File: src/rtl/usb_cmd_decoder.sv
// usb_cmd_decoder: registered USB command words decoded into control
// registers, with read data returned through a fall-through response FIFO.
module usb_cmd_decoder #(
  parameter int          ADDR_WIDTH = 16,
  parameter int          DATA_WIDTH = 32,
  parameter int          CHANNEL    = 8,
  parameter int          RSP_DEPTH  = 16,
  parameter logic [31:0] VERSION    = 32'h0001_0000,
  parameter logic [31:0] PRODUCT    = 32'h0000_0325
) (
  input  logic                             sys_clk,
  input  logic                             sys_rst,
  input  logic                             usb_en,
  input  logic [DATA_WIDTH-1:0]            usb_data,
  input  logic [DATA_WIDTH*CHANNEL-1:0]    freq,
  input  logic [DATA_WIDTH-1:0]            temp,
  input  logic [3*DATA_WIDTH-1:0]          dna,
  output logic                             rsp_valid,
  output logic [DATA_WIDTH-1:0]            rsp_data,
  input  logic                             rsp_ready,
  output logic                             capture,
  output logic                             rd_en_instr,
  output logic [DATA_WIDTH-1:0]            max_count,
  output logic [DATA_WIDTH-1:0]            max_time,
  output logic [CHANNEL-1:0]               channel_on,
  output logic [ADDR_WIDTH*CHANNEL-1:0]    ch_thresh,
  output logic [ADDR_WIDTH-1:0]            led
);
  localparam int AW = ADDR_WIDTH;
  localparam int DW = DATA_WIDTH;
  localparam int PW = $clog2(RSP_DEPTH);

  typedef enum logic [3:0] {
    S_NONE, S_UPD, S_LED, S_CAP, S_RDI, S_MCL,
    S_MCH, S_MTL, S_MTH, S_RO, S_CON, S_CTH
  } sel_e;

  logic          usb_en_r;
  logic [DW-1:0] usb_data_r;
  logic [AW-1:0] mc_lo, mc_hi, mt_lo, mt_hi;
  logic [15:0]   err_cnt, drop_cnt;
  logic [PW:0]   wr_ptr, rd_ptr;
  logic [DW-1:0] mem [RSP_DEPTH];

  logic [AW-1:0] addr, pay;
  logic [14:0]   off;
  logic [7:0]    ch_idx;
  logic          is_rd, ch_ok;
  sel_e          sel;
  logic [DW-1:0] rd_word, push_word;
  logic          can_rd, can_wr, err, wr_go;
  logic          push, pop, full, do_push, drop;

  assign addr   = usb_data_r[DW-1:AW];
  assign pay    = usb_data_r[AW-1:0];
  assign is_rd  = addr[15];
  assign off    = addr[14:0];
  assign ch_idx = off[11:4];
  assign ch_ok  = (off[14:12] == 3'b001)
               && (int'(ch_idx) < CHANNEL);

  always_comb begin
    sel     = S_NONE;
    rd_word = '0;
    if (off[14:12] == 3'b001) begin
      if (ch_ok) begin
        case (off[3:0])
          4'h0:    sel = S_CON;
          4'h1:    sel = S_RO;
          4'h2:    sel = S_CTH;
          default: sel = S_NONE;
        endcase
        for (int i = 0; i < CHANNEL; i++) begin
          if (int'(ch_idx) == i) begin
            case (off[3:0])
              4'h0:    rd_word = DW'(channel_on[i]);
              4'h1:    rd_word = freq[i*DW +: DW];
              4'h2:    rd_word = DW'(ch_thresh[i*AW +: AW]);
              default: rd_word = '0;
            endcase
          end
        end
      end
    end else begin
      case (off)
        15'h000: sel = S_UPD;
        15'h001: begin sel = S_LED; rd_word = DW'(led);         end
        15'h002: sel = S_CAP;
        15'h003: begin sel = S_RDI; rd_word = DW'(rd_en_instr); end
        15'h004: begin sel = S_MCL; rd_word = DW'(mc_lo);       end
        15'h005: begin sel = S_MCH; rd_word = DW'(mc_hi);       end
        15'h006: begin sel = S_MTL; rd_word = DW'(mt_lo);       end
        15'h007: begin sel = S_MTH; rd_word = DW'(mt_hi);       end
        15'h010: begin sel = S_RO;  rd_word = DW'(VERSION);     end
        15'h011: begin sel = S_RO;  rd_word = DW'(PRODUCT);     end
        15'h012: begin sel = S_RO;  rd_word = temp;             end
        15'h013: begin sel = S_RO;  rd_word = dna[0*DW +: DW];  end
        15'h014: begin sel = S_RO;  rd_word = dna[1*DW +: DW];  end
        15'h015: begin sel = S_RO;  rd_word = dna[2*DW +: DW];  end
        15'h020: begin
          sel     = S_RO;
          rd_word = DW'({drop_cnt, err_cnt});
        end
        default: sel = S_NONE;
      endcase
    end
  end

  assign can_rd    = (sel != S_NONE) && (sel != S_UPD)
                  && (sel != S_CAP);
  assign can_wr    = (sel != S_NONE) && (sel != S_RO);
  assign err       = usb_en_r && (is_rd ? !can_rd : !can_wr);
  assign wr_go     = usb_en_r && !is_rd && can_wr;
  assign push      = usb_en_r && (is_rd || err);
  assign push_word = err ? '1 : rd_word;

  // A full FIFO still accepts a push when a pop frees a slot this edge.
  assign rsp_valid = (wr_ptr != rd_ptr);
  assign full      = (wr_ptr == {~rd_ptr[PW], rd_ptr[PW-1:0]});
  assign pop       = rsp_valid && rsp_ready;
  assign do_push   = push && (!full || pop);
  assign drop      = push && full && !pop;
  assign rsp_data  = rsp_valid ? mem[rd_ptr[PW-1:0]] : '0;

  always_ff @(posedge sys_clk) begin
    if (do_push) mem[wr_ptr[PW-1:0]] <= push_word;
  end

  always_ff @(posedge sys_clk or posedge sys_rst) begin
    if (sys_rst) begin
      usb_en_r    <= 1'b0;
      usb_data_r  <= '0;
      mc_lo       <= '0;
      mc_hi       <= '0;
      mt_lo       <= '0;
      mt_hi       <= '0;
      err_cnt     <= '0;
      drop_cnt    <= '0;
      wr_ptr      <= '0;
      rd_ptr      <= '0;
      capture     <= 1'b0;
      rd_en_instr <= 1'b0;
      max_count   <= '0;
      max_time    <= '0;
      channel_on  <= '0;
      ch_thresh   <= '0;
      led         <= '0;
    end else begin
      usb_en_r <= usb_en;
      if (usb_en) usb_data_r <= usb_data;
      capture <= 1'b0;
      if (do_push) wr_ptr <= wr_ptr + (PW+1)'(1);
      if (pop)     rd_ptr <= rd_ptr + (PW+1)'(1);
      if (err && err_cnt != 16'hFFFF)
        err_cnt <= err_cnt + 16'd1;
      if (drop && drop_cnt != 16'hFFFF)
        drop_cnt <= drop_cnt + 16'd1;
      if (wr_go) begin
        case (sel)
          S_UPD: if (pay[0]) begin
            max_count <= {mc_hi, mc_lo};
            max_time  <= {mt_hi, mt_lo};
          end
          S_LED: led         <= pay;
          S_CAP: capture     <= pay[0];
          S_RDI: rd_en_instr <= pay[0];
          S_MCL: mc_lo       <= pay;
          S_MCH: mc_hi       <= pay;
          S_MTL: mt_lo       <= pay;
          S_MTH: mt_hi       <= pay;
          S_CON:
            for (int i = 0; i < CHANNEL; i++)
              if (int'(ch_idx) == i) channel_on[i] <= pay[0];
          S_CTH:
            for (int i = 0; i < CHANNEL; i++)
              if (int'(ch_idx) == i) ch_thresh[i*AW +: AW] <= pay;
          default: ;
        endcase
      end
    end
  end

endmodule

File: config.mk
export PLATFORM = sky130hd
export DESIGN_NAME = usb_cmd_decoder
export DESIGN_NICKNAME = d
export VERILOG_FILES = /design/src/rtl/usb_cmd_decoder.sv
export SDC_FILE = /design/constraint.sdc
export NUM_CORES = 1
export LEC_CHECK = 0
export CORE_ASPECT_RATIO = 1.75
export CORE_MARGIN = 2
export CORE_UTILIZATION = 34
export DETAILED_ROUTE_END_ITERATION = 7
export PLACE_DENSITY = 0.57
export REMOVE_ABC_BUFFERS = 1
export SLEW_MARGIN = 20
export SYNTH_ARGS = -nofsm -noshare
export SYNTH_HDL_FRONTEND = slang
export SYNTH_SLANG_ARGS = --single-unit
File: constraint.sdc
create_clock -name sys_clk -period 30.5 [get_ports sys_clk]
set_input_delay 6.1 -clock sys_clk [delete_from_list [all_inputs] [get_ports sys_clk]]
set_output_delay 6.1 -clock sys_clk [all_outputs]
set_load 0.1 [all_outputs]
==> impl_metrics.prom, run 1 <==
# TYPE chip_impl_metric gauge
chip_impl_metric{name="critical_path_peak_fanout",unit=""} 49
chip_impl_metric{name="route.final.wire_length",unit="um"} 153000
chip_impl_metric{name="cts_max_path_buffers",unit=""} 3
chip_impl_metric{name="design_power_total",unit="mW"} 3.718
chip_impl_metric{name="synth_seq_area_share",unit=""} 0.6303
chip_impl_metric{name="floorplan.die_area",unit="um^2"} 116200
chip_impl_metric{name="maximum_number_of_pins_on_one_net_before_global_route_repair",unit=""} 144
chip_impl_metric{name="total_leakage_power",unit="nW"} 18.57
chip_impl_metric{name="antenna_found_initial",unit=""} 15
chip_impl_metric{name="cts_hold_buf",unit=""} 0
chip_impl_metric{name="post_cts_resize_count",unit=""} 0
chip_impl_metric{name="clkTransAtPathRegs",unit="ns"} 0.06
chip_impl_info{name="rsz_0062_raised_after_global_routing",value="no"} 1
chip_impl_metric{name="number_of_buffers_inserted_by_port_buffering",unit=""} 670
chip_impl_metric{name="fin_ws",unit="ns"} 18.69
chip_impl_metric{name="die_h",unit="um"} 449.5
chip_impl_metric{name="dpl_worst_slack",unit="ns"} 19.20
chip_impl_info{name="worst-setup-path-type",value="flip-flop to output pin"} 1
chip_impl_metric{name="ys_seq_elements",unit=""} 869
chip_impl_metric{name="io-pin-count",unit=""} 671
chip_impl_metric{name="inserted_clock_buffers",unit=""} 82
chip_impl_metric{name="avgRoutedWirePerCell",unit="um"} 32.84
chip_impl_metric{name="synth_async_sr_flop_share",unit=""} 0.4108
chip_impl_metric{name="globalRoute.totalOverflow",unit=""} 0
chip_impl_metric{name="remaining_drc_errors",unit=""} 0
chip_impl_metric{name="crit_path_max_incr_delay",unit="ns"} 0.99
chip_impl_metric{name="critical_path.n_buffers_inverters",unit=""} 3
chip_impl_metric{name="drt-pass1-iter-count",unit=""} 6
chip_impl_info{name="tritoncts",value="yes"} 1
chip_impl_info{name="hp-class",value="flip-flop to flip-flop"} 1
chip_impl_metric{name="worst-slew-pin-transition",unit="ns"} 1.193
chip_impl_info{name="highest-signal-layer",value="met5"} 1
chip_impl_metric{name="final_count_of_pins_violating_max_slew",unit=""} 0
chip_impl_metric{name="initial_utilization",unit=""} 0.3426
chip_impl_metric{name="achievable-frequency",unit="MHz"} 84.65
chip_impl_info{name="cp_cell_sequence",value="buf_4 -> buf_4 -> mux4_2 -> mux4_2 -> nor2b_1 -> clkdlybuf4s50_1"} 1
chip_impl_metric{name="ant_nets",unit=""} 0
chip_impl_metric{name="dpl-instance-area",unit="um^2"} 47310
chip_impl_info{name="run_status",value="finished clean"} 1
chip_impl_info{name="yosys-top-cells-area",value="sky130_fd_sc_hd__edfxtp_1, sky130_fd_sc_hd__dfrtp_1, sky130_fd_sc_hd__mux4_2"} 1
chip_impl_metric{name="postCtsSetupBuffers",unit=""} 0
chip_impl_metric{name="final_nets",unit=""} 3528
chip_impl_info{name="synth_largest_area_cell",value="sky130_fd_sc_hd__edfxtp_1"} 1
chip_impl_metric{name="vias",unit=""} 26727
chip_impl_info{name="kind_of_start_point_of_the_critical_path",value="flip-flop"} 1
chip_impl_info{name="yosysMostFrequentCell",value="sky130_fd_sc_hd__edfxtp_1"} 1
chip_impl_metric{name="detailroute.wirelength.met3",unit="um"} 11060
chip_impl_metric{name="place.gp.congestion",unit=""} 0.9104
chip_impl_metric{name="dr_wl_met2",unit="um"} 80310
chip_impl_info{name="cpMaxStageDelayCell",value="sky130_fd_sc_hd__clkdlybuf4s50_1"} 1
chip_impl_metric{name="numClockSinks",unit=""} 869
chip_impl_metric{name="worst_skew_pair.late_latency",unit="ns"} 0.67
chip_impl_metric{name="synth_edf_count",unit=""} 512
chip_impl_metric{name="avgViaCountPerCell",unit=""} 5.737
chip_impl_metric{name="timing.final.crit_period",unit="ns"} 11.81
chip_impl_metric{name="first_global_vias",unit=""} 28960
chip_impl_metric{name="syn_avg_cell_area",unit="um^2"} 15.79
chip_impl_metric{name="slew_headroom",unit=""} 0.2021
chip_impl_metric{name="drive_gt1_frac",unit=""} 0.2449
chip_impl_metric{name="globalRouteTotalUtil",unit=""} 0.2606
chip_impl_metric{name="final_core_util",unit=""} 0.4460
chip_impl_info{name="kind_of_cell_adding_the_most_delay_to_the_critical_path",value="buffers and inverters"} 1
chip_impl_metric{name="die_width",unit="um"} 258.6
chip_impl_metric{name="routedLengthMet1",unit="um"} 52520
chip_impl_metric{name="postSynthCellCount",unit=""} 2443
chip_impl_metric{name="peakVddDrop",unit="uV"} 86.48
chip_impl_info{name="clock_tree.root_cell",value="sky130_fd_sc_hd__clkbuf_16"} 1
chip_impl_metric{name="cts_htree_levels",unit=""} 3
chip_impl_metric{name="setup_tns",unit="ns"} 0
chip_impl_metric{name="critical_path_required",unit="ns"} 24.40
chip_impl_metric{name="rows",unit=""} 163
chip_impl_metric{name="final-instance-count-excl-fill",unit=""} 4659
chip_impl_metric{name="syn2layout_area_growth",unit="%"} 30.18
chip_impl_metric{name="worst-endpoint-arrival",unit="ns"} 5.71
chip_impl_info{name="ys.flop_type",value="sky130_fd_sc_hd__edfxtp_1"} 1
chip_impl_metric{name="grt_pass1_wl",unit="um"} 215000
chip_impl_metric{name="timing.clock.skew",unit="ns"} 0.02523
chip_impl_metric{name="dpl.cell_count",unit=""} 4497
chip_impl_metric{name="design_area",unit="um^2"} 50200
chip_impl_metric{name="dpl.hpwl",unit="um"} 107200
chip_impl_metric{name="total_power_per_unit_cell_area",unit="nW/um^2"} 74.07
chip_impl_info{name="critical_path.endpoint_type",value="output pin"} 1
chip_impl_metric{name="final-setup-viol-count",unit=""} 0
chip_impl_metric{name="fin_crit_sh",unit=""} 0.3873
chip_impl_metric{name="hold_viol_final",unit=""} 0
chip_impl_metric{name="ys_warn_count",unit=""} 0
chip_impl_metric{name="finalHoldWorstSlack",unit="ns"} 0.4986
chip_impl_info{name="synth.top_cells.by_count",value="sky130_fd_sc_hd__edfxtp_1, sky130_fd_sc_hd__dfrtp_1, sky130_fd_sc_hd__mux2_2, sky130_fd_sc_hd__mux4_2, sky130_fd_sc_hd__clkbuf_1"} 1
chip_impl_metric{name="ys_types",unit=""} 68
chip_impl_metric{name="core-area",unit="um^2"} 112600
chip_impl_metric{name="maxCapViolCount",unit=""} 0
chip_impl_metric{name="synthDominantCellAreaShare",unit=""} 0.3987
chip_impl_metric{name="netlist_area",unit="um^2"} 38570
chip_impl_metric{name="dr.first_iter.drc_count",unit=""} 2133
registers in the layout (all words and copies together) (netlist names), 32 cells and up:
register,count
max_time,32
usb_data_r,32
ch_thresh,128
mem,512
max_count,32
routing by layer:
metal,track usage,vias to the layer above
met1,0.2756,13975
met3,0.05832,325
met4,0.1475,10
met5,0,-
met2,0.4726,1271
li1,-,11146
report_power, final:
| part | switching, mW | total, mW | internal [mW] |
|---|---|---|---|
| Combinational | 0.764 | 1.20 | 0.437 |
| Clock | 0.464 | 1.08 | 0.613 |
| Sequential | 0.0856 | 1.44 | 1.35 |
| Total | 1.31 | 3.72 | 2.40 |
worst paths after layout:
kind                                              endpoint                  startpoint  cells after the start  slack [ns]
worst max register to register        mem[6][16]$_DFFE_PP_  usb_data_r[27]$_DFFE_PP0P_                      7       25.68
max in group asynchronous       usb_data_r[20]$_DFFE_PP0P_                     sys_rst                      6       21.41
worst min-delay path              drop_cnt[10]$_DFFE_PP0P_    drop_cnt[10]$_DFFE_PP0P_                      1        0.50
worst max-delay path                           rsp_data[3]       rd_ptr[0]$_DFFE_PP0P_                      6       18.69
min in group asynchronous        usb_data_r[6]$_DFFE_PP0P_                     sys_rst                      2        5.85
worst min register to register    drop_cnt[10]$_DFFE_PP0P_    drop_cnt[10]$_DFFE_PP0P_                      1        0.50
cell type report:
| class | instances | area, um^2 |
|---|---|---|
| antenna | 9 | 22.52 |
| timing repair buffer | 767 | 7452 |
| multi-input combinational | 1371 | 13700 |
| tap | 1485 | 1858 |
| clock inverter | 46 | 553.0 |
| fill | 10011 | 62370 |
| sequential | 869 | 24320 |
| clock buffer | 102 | 2250 |
| inverter | 10 | 45.04 |
layout by cell type, fill, tap and decap left out, drive strengths merged, types with 7 or more instances in the layout:
master         netlist  final
nor3                32     32
mux2               325    325
a31oi               22     22
bufinv               0     10
clkbuf             149    103
nor4                16     16
a22o                10     10
a21oi               21     21
a221oi              38     38
o211ai               9      9
ha                   7      7
xnor2               28     28
nand2b               7      7
clkinv               0     30
nor4b                8      8
nor2                57     57
diode                0      9
nor2b               42     42
a221o               20     20
o221ai              16     16
dfrtp              357    357
mux2i               19     19
o21a                11     11
nand2               96     96
buf                 44     98
mux4               160    160
inv                 10     14
and3                15     15
clkdlybuf4s50        0    668
edfxtp             512    512
a22oi              141    141
or3                  7      7
xor2                17     17
and4                 7      7
o22ai               13     13
a222oi              38     38
nand4               40     40
nand3               32     32
o21ai               70     70
cells by family after synthesis:
group           count (synthesis)  synth area share
xor+xnor                       45           0.01022
flops                         869            0.6303
fa+ha+maj                       7          0.002271
mux                           504            0.1991
buf+inv                       203           0.02151
simple gates                  377           0.05152
compound gates                438           0.08507
Power figures use the tool's default switching activity.
==> inputs of run 2 (changes only) <==
--- a/config.mk
+++ b/config.mk
@@ -9,7 +9,7 @@
 export CORE_MARGIN = 2
 export CORE_UTILIZATION = 34
 export DETAILED_ROUTE_END_ITERATION = 7
-export PLACE_DENSITY = 0.57
+export PLACE_DENSITY = 0.6
 export REMOVE_ABC_BUFFERS = 1
 export SLEW_MARGIN = 20
 export SYNTH_ARGS = -nofsm -noshare
==> constraint.sdc (replaced) <==
create_clock -name sys_clk -period 10.2 [get_ports sys_clk]
set_input_delay 2.04 -clock sys_clk [delete_from_list [all_inputs] [get_ports sys_clk]]
set_output_delay 2.04 -clock sys_clk [all_outputs]
set_load 0.1 [all_outputs]
==> run 2 against run 1 <==
Net effect:
- clock power grew to 2.8 times the previous value
- total power grew to 2.9 times the previous value
- sequential share of layout area rose by 0.26 points
- largest power group unchanged
==> impl_metrics.prom, run 2 (same netlist as run 1, synthesis figures left out) <==
# TYPE chip_impl_metric gauge
chip_impl_metric{name="dpl.hpwl",unit="um"} 110200
chip_impl_metric{name="cts_htree_levels",unit=""} 3
chip_impl_metric{name="maximum_number_of_pins_on_one_net_before_global_route_repair",unit=""} 153
chip_impl_metric{name="ant_nets",unit=""} 0
chip_impl_info{name="tritoncts",value="yes"} 1
chip_impl_metric{name="slew_headroom",unit=""} 0.2064
chip_impl_metric{name="peakVddDrop",unit="uV"} 269.5
chip_impl_metric{name="dr.first_iter.drc_count",unit=""} 2313
chip_impl_metric{name="drive_gt1_frac",unit=""} 0.2432
chip_impl_metric{name="avgRoutedWirePerCell",unit="um"} 33.39
chip_impl_metric{name="route.final.wire_length",unit="um"} 155200
chip_impl_metric{name="cts_max_path_buffers",unit=""} 3
chip_impl_info{name="cpMaxStageDelayCell",value="sky130_fd_sc_hd__clkdlybuf4s50_1"} 1
chip_impl_metric{name="crit_path_max_incr_delay",unit="ns"} 0.98
chip_impl_metric{name="floorplan.die_area",unit="um^2"} 116200
chip_impl_info{name="run_status",value="finished clean"} 1
chip_impl_metric{name="cts_hold_buf",unit=""} 0
chip_impl_metric{name="die_width",unit="um"} 258.6
chip_impl_metric{name="final-instance-count-excl-fill",unit=""} 4649
chip_impl_metric{name="maxCapViolCount",unit=""} 0
chip_impl_metric{name="first_global_vias",unit=""} 27822
chip_impl_metric{name="inserted_clock_buffers",unit=""} 80
chip_impl_metric{name="dpl_worst_slack",unit="ns"} 3.918
chip_impl_info{name="cp_cell_sequence",value="buf_12 -> mux4_2 -> mux4_2 -> nor2b_1 -> clkdlybuf4s50_1"} 1
chip_impl_info{name="kind_of_cell_adding_the_most_delay_to_the_critical_path",value="buffers and inverters"} 1
chip_impl_info{name="critical_path.endpoint_type",value="output pin"} 1
chip_impl_metric{name="core-area",unit="um^2"} 112600
chip_impl_metric{name="antenna_found_initial",unit=""} 19
chip_impl_metric{name="timing.clock.skew",unit="ns"} 0.03464
chip_impl_metric{name="fin_crit_sh",unit=""} 0.6309
chip_impl_metric{name="total_power_per_unit_cell_area",unit="nW/um^2"} 219.1
chip_impl_metric{name="final_count_of_pins_violating_max_slew",unit=""} 0
chip_impl_metric{name="remaining_drc_errors",unit=""} 0
chip_impl_metric{name="place.gp.congestion",unit=""} 0.9205
chip_impl_metric{name="timing.final.crit_period",unit="ns"} 6.435
chip_impl_info{name="clock_tree.root_cell",value="sky130_fd_sc_hd__clkbuf_16"} 1
chip_impl_info{name="leading_cell_type_in_the_layout_fill_and_taps_excluded",value="sky130_fd_sc_hd__clkdlybuf4s50_1"} 1
chip_impl_info{name="kind_of_start_point_of_the_critical_path",value="flip-flop"} 1
chip_impl_metric{name="total_leakage_power",unit="nW"} 18.44
chip_impl_info{name="mostFrequentLayoutCells",value="sky130_fd_sc_hd__clkdlybuf4s50_1, sky130_fd_sc_hd__edfxtp_1, sky130_fd_sc_hd__dfrtp_1"} 1
chip_impl_metric{name="worst_skew_pair.late_latency",unit="ns"} 0.69
chip_impl_metric{name="initial_utilization",unit=""} 0.3426
chip_impl_metric{name="critical_path_peak_fanout",unit=""} 83
chip_impl_metric{name="post_cts_resize_count",unit=""} 0
chip_impl_metric{name="avgViaCountPerCell",unit=""} 5.699
chip_impl_metric{name="drt-pass1-iter-count",unit=""} 6
chip_impl_metric{name="fill_cells",unit=""} 10191
chip_impl_metric{name="number_of_buffers_inserted_by_port_buffering",unit=""} 670
chip_impl_info{name="worst-setup-path-type",value="flip-flop to output pin"} 1
chip_impl_metric{name="finalHoldWorstSlack",unit="ns"} 0.5065
chip_impl_info{name="hp-class",value="flip-flop to flip-flop"} 1
chip_impl_info{name="r2r-start",value="usb_data_r[20]$_DFFE_PP0P_"} 1
chip_impl_info{name="rsz_0062_raised_after_global_routing",value="no"} 1
chip_impl_metric{name="dpl.cell_count",unit=""} 4492
chip_impl_metric{name="syn2layout_area_growth",unit="%"} 29.47
chip_impl_metric{name="min_delay_path_depth",unit=""} 1
chip_impl_metric{name="reg2reg_depth",unit=""} 10
chip_impl_metric{name="rows",unit=""} 163
chip_impl_info{name="hold_path.startpoint",value="max_count[18]$_DFFE_PP0P_"} 1
chip_impl_metric{name="grt_pass1_wl",unit="um"} 215100
chip_impl_metric{name="postCtsSetupBuffers",unit=""} 0
chip_impl_metric{name="hold_viol_final",unit=""} 0
chip_impl_metric{name="fin_ws",unit="ns"} 3.765
chip_impl_metric{name="achievable-frequency",unit="MHz"} 155.4
chip_impl_metric{name="critical_path.n_buffers_inverters",unit=""} 2
chip_impl_metric{name="final-setup-viol-count",unit=""} 0
chip_impl_info{name="rr_endpoint",value="mem[3][2]$_DFFE_PP_"} 1
chip_impl_metric{name="numClockSinks",unit=""} 869
chip_impl_info{name="path_common_cell",value="sky130_fd_sc_hd__mux4_2"} 1
chip_impl_metric{name="globalRouteTotalUtil",unit=""} 0.2651
chip_impl_metric{name="final_nets",unit=""} 3520
chip_impl_metric{name="critical_path_required",unit="ns"} 8.16
chip_impl_metric{name="clkTransAtPathRegs",unit="ns"} 0.06
chip_impl_metric{name="globalRoute.totalOverflow",unit=""} 0
chip_impl_metric{name="largest_register_ffs",unit=""} 512
chip_impl_metric{name="vias",unit=""} 26494
chip_impl_metric{name="die_h",unit="um"} 449.5
chip_impl_metric{name="worst-slew-pin-transition",unit="ns"} 1.187
chip_impl_info{name="whs_endpoint",value="max_count[18]$_DFFE_PP0P_"} 1
chip_impl_metric{name="worst-endpoint-arrival",unit="ns"} 4.39
chip_impl_metric{name="rrSetupSlack",unit="ns"} 4.64
chip_impl_metric{name="io-pin-count",unit=""} 671
==> run 2: changes by cell type in the layout (fill, tap and decap cells not counted), sizes merged <==
| cell | delta |
|---|---|
| clkdlybuf4s50 | -10 |
| clkinv | -3 |
| diode | +1 |
| clkbuf | -1 |
| clkinvlp | +4 |
| bufinv | -4 |
| buf | +3 |
==> run 2: how the worst max path moves through the flow <==
| stage | startpoint | to | cells after the start |
|---|---|---|---|
| global route | rd_ptr[0]$_DFFE_PP0P_ | rsp_data[3] | 5 |
| global placement | rd_ptr[0]$_DFFE_PP0P_ | rsp_data[3] | 5 |
| finish | rd_ptr[0]$_DFFE_PP0P_ | rsp_data[3] | 5 |
| floorplan | usb_data_r[16]$_DFFE_PP0P_ | mem[0][10]$_DFFE_PP_ | 7 |
| detailed placement | rd_ptr[0]$_DFFE_PP0P_ | rsp_data[3] | 5 |
| CTS | rd_ptr[0]$_DFFE_PP0P_ | rsp_data[3] | 5 |
==> run 2: routing by layer <==
layer | part of all wire | global-route usage
met5 | 0.00017 | 0
met4 | 0.051 | 0.1348
met3 | 0.080 | 0.06001
met2 | 0.53 | 0.4844
met1 | 0.34 | 0.2829
==> run 2: area by class of cell <==
class | instances | area (um^2) | area share
well taps | 1485 | 1858 | 0.03721
multi-input cells | 1371 | 13710 | 0.2745
flip-flops and latches | 869 | 24320 | 0.4871
repair buffers | 761 | 7402 | 0.1482
clock inverters | 43 | 445.4 | 0.008921
inverters | 10 | 45.04 | 0.0009021
diodes | 10 | 25.02 | 0.0005012
clock buffers | 100 | 2127 | 0.04260
==> run 2: through the flow <==
step | util | setup TNS (ns) | instance area [um^2] | power, mW
2_1_floorplan | - | -1300.07 | 37770 | 6.989
5_1_grt | 0.4434 | 0 | 49920 | 11.33
6_report | 0.4435 | 0 | 49930 | 10.94
3_3_place_gp | 0.4201 | 0 | 47290 | 8.007
4_1_cts | 0.4430 | 0 | 49870 | 11.07
3_5_place_dp | 0.4201 | 0 | 47300 | 8.033
==> run 2: report_power, final <==
part / internal [mW] / leakage (nW) / switching (mW)
clock: 1.65 / 1.24 / 1.38
sequential: 4.05 / 9.51 / 0.231
combinational: 1.32 / 7.69 / 2.31
total: 7.02 / 18.4 / 3.93
==> run 2: worst register-to-register path, stage by stage, from the launching register on <==
cell and delay (ns):
sky130_fd_sc_hd__dfrtp_2 0.36, sky130_fd_sc_hd__buf_4 0.64, sky130_fd_sc_hd__nor4b_1 0.41, sky130_fd_sc_hd__buf_4 0.20, sky130_fd_sc_hd__a32oi_1 0.11, sky130_fd_sc_hd__nor3_1 0.43
sky130_fd_sc_hd__nor4b_1 0.18, sky130_fd_sc_hd__o31ai_4 0.95, sky130_fd_sc_hd__buf_4 0.51, sky130_fd_sc_hd__o31a_1 0.51, sky130_fd_sc_hd__nand4_1 0.73
==> inputs of run 3 (changes only) <==
--- a/config.mk
+++ b/config.mk
@@ -9,7 +9,7 @@
 export CORE_MARGIN = 2
 export CORE_UTILIZATION = 34
 export DETAILED_ROUTE_END_ITERATION = 7
-export PLACE_DENSITY = 0.6
+export PLACE_DENSITY = 0.57
 export REMOVE_ABC_BUFFERS = 1
 export SLEW_MARGIN = 20
 export SYNTH_ARGS = -nofsm -noshare
==> constraint.sdc (replaced) <==
create_clock -name sys_clk -period 6.65 [get_ports sys_clk]
set_input_delay 1.33 -clock sys_clk [delete_from_list [all_inputs] [get_ports sys_clk]]
set_output_delay 1.33 -clock sys_clk [all_outputs]
set_load 0.1 [all_outputs]
==> run 3 against run 2 <==
Net effect:
- total power increased by 55%
- non-clock buffer count is 22 higher
- global-route usage increased by 0.13 points
- worst setup slack lost 2.7 ns
- sequential cell count stayed put
- combinational power grew 53%
- clock-buffer cell count grew 1
- largest cell class unchanged
==> impl_metrics.prom, run 3 (same netlist as run 1, synthesis figures left out) <==
# TYPE chip_impl_metric gauge
chip_impl_info{name="run_status",value="finished clean"} 1
chip_impl_info{name="cpMaxStageDelayCell",value="sky130_fd_sc_hd__clkdlybuf4s50_1"} 1
chip_impl_metric{name="drive_gt1_frac",unit=""} 0.2447
chip_impl_info{name="rsz_0062_raised_after_global_routing",value="no"} 1
chip_impl_metric{name="total_leakage_power",unit="nW"} 18.52
chip_impl_metric{name="postCtsSetupBuffers",unit=""} 0
chip_impl_info{name="kind_of_start_point_of_the_critical_path",value="flip-flop"} 1
chip_impl_metric{name="die_width",unit="um"} 258.6
chip_impl_metric{name="antenna_found_initial",unit=""} 13
chip_impl_metric{name="dr.first_iter.drc_count",unit=""} 2119
chip_impl_metric{name="total_power_per_unit_cell_area",unit="nW/um^2"} 337.3
chip_impl_metric{name="core-area",unit="um^2"} 112600
chip_impl_info{name="leading_cell_type_in_the_layout_fill_and_taps_excluded",value="sky130_fd_sc_hd__clkdlybuf4s50_1"} 1
chip_impl_metric{name="initial_utilization",unit=""} 0.3426
chip_impl_metric{name="timing.clock.skew",unit="ns"} 0.03770
chip_impl_metric{name="syn2layout_area_growth",unit="%"} 30.08
chip_impl_info{name="mostFrequentLayoutCells",value="sky130_fd_sc_hd__clkdlybuf4s50_1, sky130_fd_sc_hd__edfxtp_1, sky130_fd_sc_hd__dfrtp_1"} 1
chip_impl_metric{name="maximum_number_of_pins_on_one_net_before_global_route_repair",unit=""} 109
chip_impl_metric{name="setup_tns",unit="ns"} 0
chip_impl_metric{name="route.final.wire_length",unit="um"} 156300
chip_impl_metric{name="dpl_worst_slack",unit="ns"} 1.751
chip_impl_metric{name="design_power_total",unit="mW"} 16.92
chip_impl_metric{name="final_count_of_pins_violating_max_slew",unit=""} 0
chip_impl_metric{name="peakVddDrop",unit="uV"} 263.5
chip_impl_metric{name="cts_hold_buf",unit=""} 0
chip_impl_metric{name="worst-slew-pin-transition",unit="ns"} 1.188
chip_impl_metric{name="clkPwrFrac",unit=""} 0.279
chip_impl_metric{name="final-setup-viol-count",unit=""} 0
chip_impl_metric{name="remaining_drc_errors",unit=""} 0
chip_impl_metric{name="critical_path_peak_fanout",unit=""} 50
chip_impl_metric{name="avgViaCountPerCell",unit=""} 5.726
chip_impl_info{name="hp-class",value="flip-flop to flip-flop"} 1
chip_impl_info{name="cp_cell_sequence",value="buf_4 -> mux4_2 -> mux4_2 -> nor2b_1 -> clkdlybuf4s50_1"} 1
chip_impl_metric{name="maxCapViolCount",unit=""} 0
chip_impl_metric{name="worst_skew_pair.late_latency",unit="ns"} 0.70
chip_impl_metric{name="dpl.hpwl",unit="um"} 111200
chip_impl_metric{name="fin_crit_sh",unit=""} 0.8394
chip_impl_metric{name="vias",unit=""} 26730
chip_impl_metric{name="grt_pass1_wl",unit="um"} 218500
chip_impl_metric{name="inserted_clock_buffers",unit=""} 79
chip_impl_metric{name="multiInputGateArea",unit="um^2"} 13690
chip_impl_info{name="clock_tree.root_cell",value="sky130_fd_sc_hd__clkbuf_16"} 1
chip_impl_info{name="critical_path.endpoint_type",value="output pin"} 1
chip_impl_metric{name="drt-pass1-iter-count",unit=""} 6
chip_impl_metric{name="hold_viol_final",unit=""} 0
chip_impl_metric{name="critical_path.n_buffers_inverters",unit=""} 2
chip_impl_metric{name="globalRouteTotalUtil",unit=""} 0.2664
chip_impl_metric{name="numClockSinks",unit=""} 869
chip_impl_metric{name="slew_headroom",unit=""} 0.2057
chip_impl_info{name="path_common_cell",value="sky130_fd_sc_hd__mux4_2"} 1
chip_impl_metric{name="critical_path_required",unit="ns"} 5.32
chip_impl_info{name="tritoncts",value="yes"} 1
chip_impl_metric{name="worst-endpoint-arrival",unit="ns"} 4.25
chip_impl_metric{name="place.gp.congestion",unit=""} 0.9824
chip_impl_metric{name="power.internal",unit="mW"} 10.82
chip_impl_metric{name="io-pin-count",unit=""} 671
chip_impl_metric{name="globalRoute.totalOverflow",unit=""} 0
chip_impl_metric{name="netSwitchingFraction",unit=""} 0.3605
chip_impl_metric{name="final_nets",unit=""} 3541
chip_impl_metric{name="number_of_buffers_inserted_by_port_buffering",unit=""} 670
chip_impl_metric{name="seqCellArea",unit="um^2"} 24320
chip_impl_info{name="worst-setup-path-type",value="flip-flop to output pin"} 1
chip_impl_metric{name="achievable-frequency",unit="MHz"} 179.1
chip_impl_metric{name="die_h",unit="um"} 449.5
chip_impl_metric{name="p_switching",unit="mW"} 6.101
chip_impl_metric{name="cts_max_path_buffers",unit=""} 3
chip_impl_metric{name="post_cts_resize_count",unit=""} 0
chip_impl_metric{name="floorplan.die_area",unit="um^2"} 116200
chip_impl_metric{name="timing.final.crit_period",unit="ns"} 5.582
chip_impl_metric{name="rrSetupSlack",unit="ns"} 1.96
chip_impl_metric{name="ant_nets",unit=""} 0
chip_impl_metric{name="power_frac_comb",unit=""} 0.328
chip_impl_metric{name="avgRoutedWirePerCell",unit="um"} 33.49
chip_impl_metric{name="first_global_vias",unit=""} 28815
chip_impl_metric{name="fin_ws",unit="ns"} 1.068
chip_impl_metric{name="fill_cells",unit=""} 9937
chip_impl_metric{name="cts_htree_levels",unit=""} 3
chip_impl_metric{name="pwr-share-seq",unit=""} 0.393
chip_impl_info{name="kind_of_cell_adding_the_most_delay_to_the_critical_path",value="buffers and inverters"} 1
chip_impl_metric{name="crit_path_max_incr_delay",unit="ns"} 1.02
chip_impl_metric{name="rows",unit=""} 163
chip_impl_metric{name="clkTransAtPathRegs",unit="ns"} 0.07
chip_impl_metric{name="largest_register_ffs",unit=""} 512
==> run 3: cell count changes in the layout (fill, tap and decap cells not counted), sizes merged <==
cell           before  now
buf               101  113
clkdlybuf4s50     658  668
inv                14   11
diode              10    8
bufinv              6    7
clkbuf            102  103
clkinv             27   28
clkinvlp            6    5
==> run 3: final cells by class <==
cell class | count | area share
multi-input combinational | 1371 | 0.2728
sequential | 869 | 0.4848
antenna | 8 | 0.0003990
clock inverter | 41 | 0.01010
inverter | 10 | 0.0008978
tap | 1485 | 0.03704
timing repair buffer | 783 | 0.1516
clock buffer | 101 | 0.04227
==> run 3: worst paths after layout <==
check / start / end / cells after the start
worst max register to register: usb_data_r[16]$_DFFE_PP0P_ / mem[2][4]$_DFFE_PP_ / 8
max in group asynchronous: sys_rst / max_count[22]$_DFFE_PP0P_ / 3
worst min register to register: drop_cnt[10]$_DFFE_PP0P_ / drop_cnt[10]$_DFFE_PP0P_ / 1
worst max-delay path: rd_ptr[1]$_DFFE_PP0P_ / rsp_data[29] / 5
worst min-delay path: drop_cnt[10]$_DFFE_PP0P_ / drop_cnt[10]$_DFFE_PP0P_ / 1
min in group asynchronous: sys_rst / led[11]$_DFFE_PP0P_ / 2
==> run 3: routing by layer <==
layer / wire length [um] / track usage
met1: 52910 / 0.2785
met2: 81990 / 0.4819
met3: 11300 / 0.06091
met4: 10080 / 0.1593
met5: 54 / 0
==> run 3: power groups by stage <==
stage	clock, mW	sequential, mW	combinational [mW]
floorplan	0	6.83	3.89
global placement	0	6.75	5.59
detailed placement	0	6.77	5.63
CTS	4.83	6.66	5.64
global route	5.01	6.71	5.80
finish	4.72	6.65	5.55
==> run 3: through the flow <==
| step | cells | util | area, um^2 | hold slack [ns] |
|---|---|---|---|---|
| floorplan | 2250 | - | 37770 | 0.4564 |
| global placement | 4509 | 0.4215 | 47450 | 0.4850 |
| detailed placement | 4516 | 0.4220 | 47510 | 0.4954 |
| CTS | 4658 | 0.4453 | 50130 | 0.5079 |
| global route | 4665 | 0.4456 | 50160 | 0.5341 |
| finish | 4668 | 0.4456 | 50170 | 0.5061 |
